$ cat src/rtl/traffic_ctrl_gen.sv
// Purpose : multi-approach traffic-light controller; one shared phase sequencer drives all approaches.
// Latency : lamps are a zero-latency combinational decode of registered state/phase/timer/grant.
// Backpressure: none; en=0 freezes the sequence, while pedestrian requests keep latching.
//
// Optional feature macro: TRAFFIC_PED_REQ_EN. When it is defined, the walk is granted only on request.
//   Otherwise ped_req is ignored, o_ped_pend reads 0 and every green grants the walk.
// Ports:
//   clk, rst_n   clock, asynchronous active-low reset
//   en           advance enable (low holds state, phase, timer and grant)
//   ped_req      per-phase pedestrian button, level-sampled
//   o_car        per-phase car lamp, 2 bits per phase (01 green, 10 yellow, 11 red)
//   o_ped        per-phase pedestrian lamp, 2 bits per phase (01 walk, 00 don't-walk)
//   o_phase      active phase index
//   o_state      00 GREEN, 01 YELLOW, 10 ALL_RED
//   o_timer      cycles elapsed in the current state
//   o_ped_pend   latched, unserved pedestrian requests
module traffic_ctrl_gen #(
  parameter int N_PHASE  = 4,
  parameter int T_GREEN  = 20,
  parameter int T_YELLOW = 3,
  parameter int T_ALLRED = 2,
  parameter int T_WALK   = 10,
  parameter int T_FLASH  = 6,
  localparam int PW      = $clog2(N_PHASE),
  localparam int T_GY    = (T_GREEN > T_YELLOW) ? T_GREEN : T_YELLOW,
  localparam int T_MAX   = (T_GY > T_ALLRED) ? T_GY : T_ALLRED,
  localparam int TW      = $clog2(T_MAX + 1)
) (
  input  logic                   clk,
  input  logic                   rst_n,
  input  logic                   en,
  input  logic [N_PHASE-1:0]     ped_req,
  output logic [2*N_PHASE-1:0]   o_car,
  output logic [2*N_PHASE-1:0]   o_ped,
  output logic [PW-1:0]          o_phase,
  output logic [1:0]             o_state,
  output logic [TW-1:0]          o_timer,
  output logic [N_PHASE-1:0]     o_ped_pend
);

  typedef enum logic [1:0] {
    ST_GREEN  = 2'b00,
    ST_YELLOW = 2'b01,
    ST_ALLRED = 2'b10
  } state_t;

  localparam logic [PW-1:0] LAST_PHASE = PW'(N_PHASE - 1);
  localparam logic [TW-1:0] G_LAST     = TW'(T_GREEN - 1);
  localparam logic [TW-1:0] Y_LAST     = TW'(T_YELLOW - 1);
  // ALL_RED is never entered when T_ALLRED is 0, so its compare value is then irrelevant.
  localparam logic [TW-1:0] R_LAST     = (T_ALLRED > 0) ? TW'(T_ALLRED - 1) : '0;
  localparam bit            WALK_ODD   = (T_WALK % 2) == 1;

  state_t          state_q;
  logic [PW-1:0]   phase_q;
  logic [TW-1:0]   timer_q;
  logic [TW-1:0]   t_last;
  logic            last_tick;
  logic            enter_green;
  logic [PW-1:0]   phase_inc;
  logic            grant;

  always_comb begin
    t_last = G_LAST;
    case (state_q)
      ST_GREEN:  t_last = G_LAST;
      ST_YELLOW: t_last = Y_LAST;
      ST_ALLRED: t_last = R_LAST;
      default:   t_last = G_LAST;
    endcase
  end

  assign last_tick = en && (timer_q == t_last);
  assign phase_inc = (phase_q == LAST_PHASE) ? '0 : phase_q + 1'b1;

  // The edge that starts the next phase's green: end of ALL_RED, or end of
  // YELLOW when the all-red clearance is configured away.
  assign enter_green = last_tick &&
                       ((state_q == ST_ALLRED) || ((state_q == ST_YELLOW) && (T_ALLRED == 0)));

  always_ff @(posedge clk or negedge rst_n) begin
    if (!rst_n) begin
      state_q <= ST_GREEN;
      phase_q <= '0;
      timer_q <= '0;
    end else if (en) begin
      if (last_tick) begin
        timer_q <= '0;
        case (state_q)
          ST_GREEN: state_q <= ST_YELLOW;
          ST_YELLOW: begin
            if (T_ALLRED == 0) begin
              state_q <= ST_GREEN;
              phase_q <= phase_inc;
            end else begin
              state_q <= ST_ALLRED;
            end
          end
          ST_ALLRED: begin
            state_q <= ST_GREEN;
            phase_q <= phase_inc;
          end
          default: state_q <= ST_GREEN;
        endcase
      end else begin
        timer_q <= timer_q + 1'b1;
      end
    end
  end

`ifdef TRAFFIC_PED_REQ_EN
  logic [N_PHASE-1:0] pend_q, pend_d;
  logic               grant_q, grant_d;

  // Requests latch regardless of en. On entry to a green, the phase's pending bit
  // (or a same-cycle press) becomes the walk grant and the pending bit is consumed.
  // A press during the phase's own green re-latches and waits for its next green.
  always_comb begin
    pend_d  = pend_q | ped_req;
    grant_d = grant_q;
    if (enter_green) begin
      grant_d            = pend_q[phase_inc] | ped_req[phase_inc];
      pend_d[phase_inc]  = 1'b0;
    end
  end

  always_ff @(posedge clk or negedge rst_n) begin
    if (!rst_n) begin
      pend_q  <= '0;
      grant_q <= 1'b0;
    end else begin
      pend_q  <= pend_d;
      grant_q <= grant_d;
    end
  end

  assign grant      = grant_q;
  assign o_ped_pend = pend_q;
`else
  logic unused_ped;
  assign unused_ped = ^{ped_req, enter_green};
  assign grant      = 1'b1;
  assign o_ped_pend = '0;
`endif

  always_comb begin
    o_car = '1;
    for (int k = 0; k < N_PHASE; k++) begin
      if (PW'(k) == phase_q) begin
        if (state_q == ST_GREEN)       o_car[2*k +: 2] = 2'b01;
        else if (state_q == ST_YELLOW) o_car[2*k +: 2] = 2'b10;
      end
    end
  end

  // Walk is steady for T_WALK cycles, then flashes on (timer-T_WALK) parity.
  always_comb begin
    o_ped = '0;
    for (int k = 0; k < N_PHASE; k++) begin
      if ((PW'(k) == phase_q) && (state_q == ST_GREEN) && grant) begin
        if (int'(timer_q) < T_WALK)
          o_ped[2*k +: 2] = 2'b01;
        else if (int'(timer_q) < T_WALK + T_FLASH)
          o_ped[2*k +: 2] = {1'b0, ~(timer_q[0] ^ WALK_ODD)};
      end
    end
  end

  assign o_phase = phase_q;
  assign o_state = state_q;
  assign o_timer = timer_q;

endmodule

$ cat config.mk
export PLATFORM = sky130hd
export DESIGN_NAME = traffic_ctrl_gen
export DESIGN_NICKNAME = d
export VERILOG_FILES = /design/src/rtl/traffic_ctrl_gen.sv
export SDC_FILE = /design/constraint.sdc
export NUM_CORES = 1
export LEC_CHECK = 0
export ABC_AREA = 1
export CAP_MARGIN = 20
export CORE_UTILIZATION = 42
export DETAILED_ROUTE_END_ITERATION = 16
export MAX_ROUTING_LAYER = met4
export PLACE_DENSITY_LB_ADDON = 0.25
export SETUP_SLACK_MARGIN = 0.1
export SLEW_MARGIN = 10
export SYNTH_ARGS = -nofsm -noshare
export SYNTH_HDL_FRONTEND = slang
export SYNTH_SLANG_ARGS = --single-unit
$ cat constraint.sdc
create_clock -name clk -period 2.2 [get_ports clk]
set_input_delay 0.44 -clock clk [delete_from_list [all_inputs] [get_ports clk]]
set_output_delay 0.44 -clock clk [all_outputs]
set_load 0.01 [all_outputs]
==> impl_metrics.ini <==
[run_status]
outcome = finished, violations left
violations = design-rule violations

[setup_path]
crit_family = buffers and inverters
cp-startpoint = o_phase[0]
crit_chain = inv_1 -> ha_1 -> nand2_1 -> clkdlybuf4s50_1
worstSetupPathType = flip-flop to primary output
reg2reg_depth = 9
startpoint_type = flip-flop
worstPathRequired_ps = 1760
end_kind = primary output
arrival_ps = 1590
cpMaxStageDelayCell = clkdlybuf4s50_1
worst_r2r_endpoint = o_phase[0]
timing.rr.start = o_state[0]
max_stage_delay_ps = 540
path_max_fanout = 6
r2r_slack_ps = 750
critical_path_buf_inv_count = 2

[floorplan]
coreArea_mm2 = 0.001577
start_util_pct = 46.67
die_area_mm2 = 0.001923
pin_count = 36
rows = 14
die_h_um = 43.86
die_w_um = 43.86

[global_routing]
grt_pass1_wl_mm = 2.380
grt_max_degree = 10
track_usage_pct = 17.60
antenna_found_initial = 0
gr-total-overflow = 0
grt_pass1_vias = 570

[power]
vdd_drop_max_mv = 0.5233
combPwrFrac_pct = 58.5
cellPowerDensity_mw_per_mm2 = 985.5
p_leak_nw = 0.5172
switchingPower_mw = 0.4271
internal_power_mw = 0.5704
clkPwrFrac_pct = 13.1
p_seq_share_pct = 28.4
p_sw_share_pct = 42.82

[clocking]
cts_tree = built
cts-root-buf = clkbuf_4
clockBufferDepth = 2
htreeDepth = 1
path_clk_slew_ps = 70
clock_latency_ps = 260
cts.sinks = 9
numCtsBuffers = 3

[route]
dr_total_vias = 659
initialDrtViolationCount = 8
wl_mm = 1.466
viasPerCell = 4.608
drtAntennaViolNets = 0
drc_errors = 3
wl_per_cell_um = 10.25
dr.pass1.iters = 10

[layout]
drive_gt1_share_pct = 14.96
fillers = 154
syn_to_final_growth_pct = 37.58
multi_input_area_um2 = 431.7
antennaDiodeCount = 0
final-seq-area_um2 = 226.5
instances_no_fill = 143
final_nets = 145

[synth]
syn_avg_cell_area_um2 = 7.585
synth_warnings = 0
synth_cell_type_count = 17
ys_seq_area_share_pct = 30.61
ys_ff_latch = 9
synth_cells = 97
synthesis.area_um2 = 735.7

[placed_design]
gp_congestion = 0.8306
io_buffers = 23
place_inst = 136
place_ws_ps = 229.7
hpwl_mm = 1.154

[sta]
hold_viol_final = 0
fmax_mhz = 493.3
slew_viol_final = 0
setup_violations = 0
skew_ps = 2.479
period_share_pct = 92.15
fin_setup_tns_ps = 0
worst_slack_ps = 172.7
rsz0062_at_grt = true
finalCriticalPeriod_ps = 2027
fin_hold_ws_ps = 488.8

[hold_path]
hold_path_class = primary input to async pin

[run]
maxCapViolations = 0
-- stage by stage --
stage / utilization [%] / total power [mW] / instance area [um2]
2_1_floorplan: - / 0.6169 / 762.0
3_3_place_gp: 60.87 / 0.8333 / 959.7
3_5_place_dp: 60.87 / 0.8474 / 959.7
4_1_cts: 63.81 / 1.006 / 1006
5_1_grt: 64.21 / 1.086 / 1012
6_report: 64.21 / 0.9975 / 1012
-- routing by layer --
metal  global-route usage (%)  vias to the layer above  wire length (um)
li1                         -                      338                 -
met1                    20.52                      296               631
met2                    29.25                       23               733
met3                    3.750                        2                90
met4                    7.273                        0                10
met5                        -                        -                 0
-- flip-flops by register name, summed over array words and instances, names as in the netlist --
name / flops
o_timer: 5
o_phase: 2
o_state: 2
-- worst max path at each step --
stage	to	slack, ps	cells past startpoint
floorplan	o_ped[0]	710	4
global placement	o_ped[6]	260	5
detailed placement	o_ped[6]	230	5
CTS	o_car[5]	110	4
global route	o_car[5]	70	4
finish	o_car[5]	170	4
-- cells in the mapped netlist --
master | count | share of area (%)
nand2_1 | 32 | 16
ha_1 | 10 | 17
inv_1 | 10 | 5.1
dfrtp_1 | 9 | 31
nor2_1 | 9 | 4.6
buf_4 | 8 | 8.2
nand4_1 | 4 | 3.4
nand3_1 | 3 | 2.0
nand2_2 | 2 | 1.7
nor2_4 | 2 | 3.1
xor2_1 | 2 | 2.4
clkinv_4 | 1 | 1.2
conb_1 | 1 | 0.51
inv_2 | 1 | 0.51
nand2_4 | 1 | 1.5
o21ai_0 | 1 | 0.68
xnor2_1 | 1 | 1.2
-- placed cells by master (no fill, tap or decap), drive strengths merged --
| cell | n |
|---|---|
| nand3 | 3 |
| clkbuf | 4 |
| buf | 4 |
| nand4 | 4 |
| nor2 | 11 |
| inv | 11 |
| dlygate4sd2 | 4 |
| clkinv | 1 |
| o21ai | 1 |
| xnor2 | 1 |
| conb | 8 |
| dfrtp | 9 |
| dlymetal6s2s | 1 |
| clkdlybuf4s50 | 18 |
| ha | 10 |
| xor2 | 2 |
| nand2 | 35 |
-- final cells by class --
type                       instances  share of cell area, %
multi-input combinational         75                  42.65
timing repair buffer              27                  25.46
sequential                         9                  22.37
inverter                          12                  4.944
clock buffer                       4                  2.596
tap                               16                  1.978
-- power by group through the flow --
stage          logic [mW]  clock network [mW]  registers (mW)
2_1_floorplan       0.309                   0           0.308
3_3_place_gp        0.545                   0           0.288
3_5_place_dp        0.560                   0           0.288
4_1_cts             0.589               0.135           0.282
5_1_grt             0.652               0.143           0.291
6_report            0.584               0.131           0.283
-- kinds of logic (layout without fill, tap and decap cells) --
kind of cell    Yosys count  in the layout  share of synthesized area [%]
fa+ha+maj                10             10                          17.01
simple gates             53             53                          32.65
other cells               1              8                         0.5097
flops                     9              9                          30.61
compound gates            1              1                         0.6796
buf+inv                  20             43                          14.97
xor+xnor                  3              3                          3.572
-- timing repair --
item                       CTS  global route
setup endpoints to repair   12             7
cloned                       0             0
gates resized for setup      8             3
hold buffers                 0             0
buffers inserted             3             0
Note: power is estimated with default switching activity, not from simulation.
==> patch (config.mk and constraints unchanged) <==
Set the parameter `T_YELLOW` to 6 (it was 3).
--- a/src/rtl/traffic_ctrl_gen.sv
+++ b/src/rtl/traffic_ctrl_gen.sv
@@ -18,5 +18,5 @@
   parameter int N_PHASE  = 4,
   parameter int T_GREEN  = 20,
-  parameter int T_YELLOW = 3,
+  parameter int T_YELLOW = 6,
   parameter int T_ALLRED = 2,
   parameter int T_WALK   = 10,
Formal check against the unedited RTL: no difference found for any inputs over 10 cycles, from zero or initial values and one cycle with rst_n low; that may be too few to reach the edited logic, so the function may still have changed.
==> patch against the unedited design <==
Design area shrank 0.99%; total power rose by 24%; routed wire length is 4.2% higher; first-iteration DRC count up 100%; setup slack got worse by 0.015 ns; global-route usage up 0.88 points; fmax is 0.72% lower; hold slack lost 0.013 ns; the run still ends with design-rule violations left; via count grew 1.5%; non-clock buffer count shrank 1; sequential cell count is the same; area after synthesis shrank 0.34%; core utilization is 0.63 points lower; die area shrank 0.34%.
==> patch: results (changes against the unedited design) <==
The flow ran to the end, but the final reports show violations. The final reports fail on design-rule violations. The run gives 0.00323 ns (+0.000756 ns) as the final clock skew. Sorting the synthesized cells by area gives the leading types as dfrtp_1 (31%), ha_1 (17%), nand2_1 (11%).

The via total after detailed routing is 669 (+1.5%), and the antenna diode count is 0 (unchanged). The critical path starts at o_phase[1]$_DFFE_PN0P_. The ratio of cells with drive above 1 in the final layout was 15.7% (+0.74 points).

The met1 track utilization from global routing is 18.4% (-2.1 points), and the per-cell routed wire length is 11.1 um (+8.7%). The peak fanout along the critical path works out to 5 (-1). The startpoint identified for the worst register-to-register timing path is o_state[0]$_DFFE_PN0P_. The tools report the wire length of the first global-routing pass as 2.49 mm (+4.6%). The logs give 93 (-4.1%) for the gate count after technology mapping and 950 um2 (-1.0%) for the post-place instance area. The peak supply drop was 0.744 mV (+42%); the final standard cell count with taps included and fillers excluded was 137 (-4.2%). The detailed router used layers up to and including met4.

The buffer levels on the longest clock path came out at 2 (unchanged). Number of I/O port buffers: 23 (unchanged). The number of enable-type register cells in the synthesized netlist was 0 (unchanged); the met3 track demand over resource was 3.75% (unchanged).

The clock-pin slew on the worst setup and hold paths is 0.07 ns (about the same), and the sequential fraction of the synthesis area is 30.7% (+0.10 points). For the met3 wire length, the log shows 110 um (+22%). The TritonCTS buffer count came out at 3 (unchanged). The count of yosys warnings during synthesis is 0 (unchanged). Ranked by instance count, the synthesized netlist is headed by nand2_1 (22), ha_1 (10), inv_1 (10), nor2_1 (10). The maximum single-stage delay on the critical path is 0.54 ns (about the same), and the count of placed standard cells including taps is 131 (-3.7%). The global placer's final weighted congestion is 0.761 (-8.4%).

The number of global-route vias before repair is 595 (+4.4%), and the first-iteration detailed-routing DRC count is 16 (+8). The layer flagged by global routing as most heavily used is met2. The post-synthesis async set-or-reset flop share came out at 100% (unchanged).

The wire length the detailed router placed on met1 was 601 um (-4.8%); the flip-flop count of the largest register after layout was 5 (unchanged). The run gives 1.60 ns as the critical path data arrival time. The class of the worst hold path is primary input to asynchronous set/reset pin. The clock latency on the worst-skew pair was 0.27 ns; the post-detailed-route DRC marker count was 6 (+3). The tools report the global-route usage over all layers as 18.5% (+0.88 points). Cell at the root of the clock tree: clkbuf_4.

The tools report the number of distinct standard cells referenced by the synthesized netlist as 19 (+2). The post-DP HPWL is 1.17 mm (+1.2%). For this design, the slowest cell found on the critical path is clkdlybuf4s50_1.

The logs give 776 um (+5.9%) for the met2 routed wirelength and 33.4% (+4.2 points) for the global routing met2 resource utilization. The number of antenna violations at the first check in global routing was 0 (unchanged); the leakage power total was 0.517 nW (about the same). The first-pass iteration count of the detailed router is 11 (+1). For the maximum level of the CTS H-tree, the log shows 1 (unchanged).
-- patch: final cells by class --
cell class                      instances  area (um2)
Tap cell                               16        20.0
Clock buffer                            4        26.3
Multi-Input combinational cell         70         419
Inverter                               12        50.0
Timing Repair Buffer                   26         260
Sequential cell                         9         226
Fill cell                             153         574
-- patch: power breakdown --
part,leakage [nW],internal (mW),total (mW),switching (mW)
clock,0.0150,0.0704,0.137,0.0666
sequential,0.112,0.237,0.317,0.0804
combinational,0.390,0.368,0.784,0.417
-- patch: kinds of logic after synthesis --
| kind of cell | after synthesis | share of synthesized area (%) |
|---|---|---|
| AND/OR/NAND/NOR | 46 | 29.5 |
| other | 1 | 0.511 |
| adder cells (fa/ha/maj) | 10 | 17.1 |
| flip-flops | 9 | 30.7 |
| XOR/XNOR | 3 | 3.58 |
| AO/OA/AOI/OAI | 3 | 2.56 |
| buffers and inverters | 21 | 16.0 |
-- patch: path summary, 6_finish.rpt --
check	endpoint	slack, ns	cells after the start
setup / recovery	o_car[1]	0.16	4
hold / removal	o_timer[3]$_DFFE_PN0P_	0.48	1
setup reg to reg	o_state[0]$_DFFE_PN0P_	0.79	10
hold reg to reg	o_phase[0]$_DFFE_PN0P_	0.54	2
max in group asynchronous	o_phase[0]$_DFFE_PN0P_	1.39	1
min in group clk	o_phase[0]$_DFFE_PN0P_	0.54	2
-- patch: what timing repair did --
item / CTS / global route
resized for setup: 7 / 6
hold buffers: 0 / 0
buffers inserted: 1 / 1
endpoints found under the setup margin: 8 / 7
-- patch: per-stage QoR --
step                      setup slack, ns  hold slack [ns]  power (mW)
after floorplan                     0.707            0.144       0.766
after CTS                           0.109            0.486        1.25
final                               0.158            0.476        1.24
after global routing               0.0787            0.520        1.34
after global placement              0.304            0.530        1.08
after detailed placement            0.254            0.541        1.10
